--- src/rtl/display_scan.sv ---
// display_scan
//
// Time-multiplexed scanner for an eight-digit (configurable) seven-segment
// display. A 32-bit (4*DIGITS) hex value is double-buffered: "load" captures
// it into a pending register, and the pending value is committed to the
// displayed (shadow) register only at a frame boundary, so a frame never
// shows a mix of old and new digits. One nibble at a time is presented on
// "numero" for the downstream segment decoder, together with the matching
// active-low anode on "an".
//
// Optional feature: define DISPLAY_SCAN_LZB_EN to enable leading-zero
// blanking. Without it, every enabled digit is lit, including leading zeros.
//
// Parameters
//   DIGITS       number of multiplexed digits (1..8)
//   REFRESH_DIV  clock cycles each digit stays lit (>= 2)
//
// Ports
//   clk        system clock
//   rst_n      asynchronous active-low reset
//   valor      value to display, nibble 0 is the rightmost digit
//   load       single-cycle strobe capturing valor into the pending register
//   en         per-digit enable, 0 forces that digit dark
//   numero     nibble of the digit currently scanned
//   an         anode select, active-low, at most one bit low
//   frame      one-cycle pulse on the cycle after a shadow commit
//   pendiente  high while a loaded value waits for the frame boundary

module display_scan #(
  parameter int DIGITS      = 8,
  parameter int REFRESH_DIV = 100000
) (
  input  logic                  clk,
  input  logic                  rst_n,
  input  logic [4*DIGITS-1:0]   valor,
  input  logic                  load,
  input  logic [DIGITS-1:0]     en,
  output logic [3:0]            numero,
  output logic [DIGITS-1:0]     an,
  output logic                  frame,
  output logic                  pendiente
);

  localparam int CW = $clog2(REFRESH_DIV);
  localparam int IW = (DIGITS > 1) ? $clog2(DIGITS) : 1;
  localparam logic [CW-1:0] CNT_LAST = CW'(REFRESH_DIV - 1);
  localparam logic [IW-1:0] IDX_LAST = IW'(DIGITS - 1);

  logic [CW-1:0]         cnt;
  logic [IW-1:0]         idx;
  logic                  tick;
  logic                  boundary;
  logic [4*DIGITS-1:0]   shadow;
  logic [4*DIGITS-1:0]   pend;
  logic [DIGITS-1:0]     lit;
  logic [DIGITS-1:0]     an_next;
  logic [3:0]            numero_next;

  assign tick     = (cnt == CNT_LAST);
  assign boundary = tick && (idx == IDX_LAST);

  // Refresh divider and digit index. The index only moves on the last cycle
  // of a digit period, and the frame ends when the last digit finishes.
  always_ff @(posedge clk or negedge rst_n) begin
    if (!rst_n) begin
      cnt <= '0;
      idx <= '0;
    end else begin
      if (tick) begin
        cnt <= '0;
        idx <= (idx == IDX_LAST) ? '0 : idx + IW'(1);
      end else begin
        cnt <= cnt + CW'(1);
      end
    end
  end

  // Double buffer. A load on the boundary cycle itself bypasses the pending
  // register and commits straight away, so pendiente never rises for it.
  always_ff @(posedge clk or negedge rst_n) begin
    if (!rst_n) begin
      pend      <= '0;
      shadow    <= '0;
      pendiente <= 1'b0;
      frame     <= 1'b0;
    end else begin
      if (load) begin
        pend <= valor;
      end
      if (boundary && (pendiente || load)) begin
        shadow    <= load ? valor : pend;
        pendiente <= 1'b0;
        frame     <= 1'b1;
      end else begin
        frame <= 1'b0;
        if (load) begin
          pendiente <= 1'b1;
        end
      end
    end
  end

`ifdef DISPLAY_SCAN_LZB_EN
  // A digit above digit 0 goes dark when it and every more significant
  // nibble of the displayed value are zero.
  logic [DIGITS-1:0] lzb_dark;

  always_comb begin
    lzb_dark = '0;
    for (int i = 1; i < DIGITS; i++) begin
      lzb_dark[i] = ((shadow >> (4 * i)) == '0);
    end
  end

  assign lit = en & ~lzb_dark;
`else
  assign lit = en;
`endif

  // Next output values from the current index and displayed value. numero is
  // driven even when the digit is dark.
  always_comb begin
    numero_next = shadow[4*idx +: 4];
    an_next     = '1;
    if (lit[idx]) begin
      an_next[idx] = 1'b0;
    end
  end

  always_ff @(posedge clk or negedge rst_n) begin
    if (!rst_n) begin
      numero <= '0;
      an     <= '1;
    end else begin
      numero <= numero_next;
      an     <= an_next;
    end
  end

endmodule

--- config.mk ---
export PLATFORM = sky130hd
export DESIGN_NAME = display_scan
export DESIGN_NICKNAME = d
export VERILOG_FILES = /design/src/rtl/display_scan.sv
export SDC_FILE = /design/constraint.sdc
export NUM_CORES = 1
export LEC_CHECK = 0
export ABC_CLOCK_PERIOD_IN_PS = 2400
export BUFFER_PORTS_ARGS = -buffer_cell sky130_fd_sc_hd__buf_2
export CORE_MARGIN = 2
export CORE_UTILIZATION = 35
export CTS_CLUSTER_DIAMETER = 60
export CTS_CLUSTER_SIZE = 25
export DETAILED_ROUTE_END_ITERATION = 16
export PLACE_DENSITY = 0.61
export SYNTH_ARGS = -nofsm -noshare
export SYNTH_HDL_FRONTEND = slang
export SYNTH_SLANG_ARGS = --single-unit
--- constraint.sdc ---
create_clock -name clk -period 2.4 [get_ports clk]
set_input_delay 0.48 -clock clk [delete_from_list [all_inputs] [get_ports clk]]
set_output_delay 0.48 -clock clk [all_outputs]
set_load 0.01 [all_outputs]
==> summary.txt <==
Floorplan
  – I/O pins: 57
  – Die height: 114 um
  – Overall die area: 0.0130 mm^2
  – Row cnt: 40
  – Die Span X: 114 um
  – Core ar.: 0.0119 mm^2
  – Starting Density: 35.5%

Yosys
  – Syn_nets: 342
  – Asr flop ratio synth: 100%
  – Post-synth EDFFs: 0
  – Synth cell count leaders: 90 x dfrtp_1, 41 x mux2_2, 30 x mux2_4
  – Syn. warnings: 0
  – Synth Register Bits: 98
  – Yosys cell types: 43
  – Post-Syn Instances: 296
  – Post-Syn Area per Cell: 14.3 um^2
  – Ys flop type: dfrtp_1
  – Top-area cell type share of the netlist area: 53.2%
  – Post-synth top area cell: dfrtp_1
  – Synth Cell Area: 0.00423 mm^2
  – Sequential share of the synthesized area: 58.2%
  – Count leader, synth: dfrtp_1
  – Synth area leaders: dfrtp_1 53%, mux2_2 11%, mux2_4 11%

Final layout
  – Filler cell count: 1,113
  – Share of layout cells above drive strength 1: 46.6%
  – Fin nets: 399
  – Diodes inserted: 0
  – Area Growth Syn to Fin: 18.7%
  – Fin cells: 505

Timing
  – Final min period: 2.05 ns
  – Max Fclk: 0.487 GHz
  – Max transition margin: 57.4%
  – Period utilization: 85.5%
  – PnR worst setup slack: 0.348 ns
  – Setup Skew: 0.00971 ns
  – Slew at the pin closest to its max-slew limit: 0.639 ns
  – Setup TNS: 0 ns
  – RSZ-0062 raised after global routing: no
  – Hold Fails Final Rpt: 0
  – Setup violations, final: 0
  – Count of pins over their slew limit: 0

Critical path
  – Critical Path Most Common Cell: ha_1
  – Launching point of the worst reg2reg path: idx[0]
  – Critical Path End Type: flip-flop
  – Crit path cell chain: ha_1 -> ha_1 -> nor2b_1 -> nand4_2 -> buf_4 -> mux2_2
  – Worst r2r dst: shadow[0]
  – Slowest CP cell: buf_4
  – CP startpoint kind: flip-flop
  – Flop-to-flop setup slack: 0.35 ns
  – Worst Reg-to-Reg Cells: 6
  – Max stage delay on crit path: 0.50 ns
  – CP Class: reg -> reg
  – Worst path required time: 2.62 ns
  – Crit path DAT: 2.27 ns
  – CP max FO: 32

Drt
  – Vias per cell: 4.96
  – Starting DRT DRC Count: 93
  – Vias: 2,503
  – Drt pass-1 iters: 4
  – WL/cell: 16.1 um
  – DRC viols: 0
  – Final WL: 8140 um
  – Detail Route Antenna Nets: 0

Clock tree
  – CTS Root Cell: clkbuf_16
  – Clock Path Buffers: 2
  – CTS tree: yes
  – Postcts setup bufs: 0
  – Gates resized, CTS repair: 0
  – Max H-tree Level: 3
  – # clock sinks: 98
  – CTS Hold Bufs: 0
  – Worst-Skew Late Latency: 0.34 ns
  – TritonCTS buffer count: 9
  – Clock Pin Slew Worst Setup and Hold Paths: 0.07 ns

Power and ir drop
  – Pwr Total: 0.00352 W
  – Pwr/cell area: 701 mW/mm^2
  – Psw: 0.000712 W
  – Logic pwr share: 4.8%
  – Clock network fraction of design power: 46.3%
  – P_leak: 2.40 nW
  – Reg power frac: 48.8%
  – Peak VDD IR: 392 uV
  – Sw frac: 20.2%
  – Pint: 0.00281 W

Placement
  – GP Congestion: 0.807
  – Placement Setup Slack: 0.365 ns
  – Cell count after placement: 489
  – Detailed Place HPWL: 5570 um
  – IO Port Bufs: 56

Global routing
  – Largest net degree at the start of global routing: 47
  – Global-route wire length before repair: 14,000 um
  – Tot GR Track Use: 13.9%
  – Vias in the first global route: 2,760
  – Initial antenna violation count: 0
  – Global route total overflow: 0

Outcome
  – Status: complete, no violations

Flow run
  – MaxCap Viol Count: 0

Hold path
  – Hold WC Path Type: in -> async
## worst max path at each step
stage,to,slack (ns),start
after floorplan,shadow[10],0.69,cnt[0]
after global placement,shadow[0],0.39,idx[0]
after detailed placement,shadow[0],0.37,idx[0]
after CTS,shadow[0],0.34,idx[0]
after global routing,shadow[0],0.25,idx[0]
final,shadow[0],0.35,idx[0]
## state kept, by name, indices dropped and copies added (netlist names)
signal / count
shadow: 32
pendiente: 1
numero: 4
an: 8
pend: 32
cnt: 17
idx: 3
frame: 1
## per-stage QoR
| step | utilization [%] | hold WS, ns | cell area [um^2] |
|---|---|---|---|
| 2_1_floorplan | - | 0.184 | 4230 |
| 4_1_cts | 42.2 | 0.181 | 5020 |
| 6_report | 42.2 | 0.165 | 5020 |
| 3_5_place_dp | 39.3 | 0.487 | 4680 |
| 3_3_place_gp | 39.3 | 0.485 | 4680 |
| 5_1_grt | 42.2 | 0.208 | 5020 |
## final cells by class
class                      count  area (um^2)  area share, %
clock inverter                 7          116           2.32
multi-input combinational    179         1670           33.2
timing repair buffer          63          360           7.17
clock buffer                   9          225           4.48
sequential                    98         2460           49.0
inverter                       2         7.51          0.149
tap                          147          184           3.66
## cells by family after synthesis
kind of cell,synth area share [%]
buffers and inverters,2.42
xor gates and xnor gates,3.10
muxes,22.9
adders and majority gates,0.887
AOI/OAI and AO/OA,2.42
DFF,58.2
and+or+nand+nor,10.1
## cells in the final DEF (no fill, tap or decap), drive strengths merged, types with 2 or more instances in the layout
master / n
dfrtp: 90
mux2: 71
buf: 63
nor2: 18
nand3: 12
xor2: 9
clkbuf: 9
dfstp: 8
nand4: 8
nand2: 7
nor2b: 6
xnor2: 6
a21oi: 5
and3: 5
nand3b: 4
nor4: 4
ha: 3
bufinv: 3
inv: 3
a221oi: 2
nand4b: 2
mux4: 2
clkinv: 2
## power groups by stage
stage / Combinational [W] / Clock [W] / Sequential (W)
floorplan: 0.0000797 / 0 / 0.00175
global placement: 0.000174 / 0 / 0.00175
detailed placement: 0.000176 / 0 / 0.00175
CTS: 0.000177 / 0.00166 / 0.00172
global route: 0.000193 / 0.00175 / 0.00172
finish: 0.000170 / 0.00163 / 0.00172
## critical path, delay by kind of cell, from the launching register on
| kind | cells | cell delay [ns] |
|---|---|---|
| adder cells (fa/ha/maj) | 2 | 0.41 |
| buffers and inverters | 1 | 0.50 |
| flip-flops | 1 | 0.38 |
| multiplexers | 1 | 0.40 |
| AND/OR/NAND/NOR | 2 | 0.24 |
## routing by layer
metal  routed length, um  track usage, %  up-vias
li1                    -               -     1170
met1                3900            18.9     1268
met2                3670            21.1       54
met3                 408            4.25       11
met4                 157            4.96        0
met5                   0               0        -
Note: power is estimated with default switching activity, not from simulation.
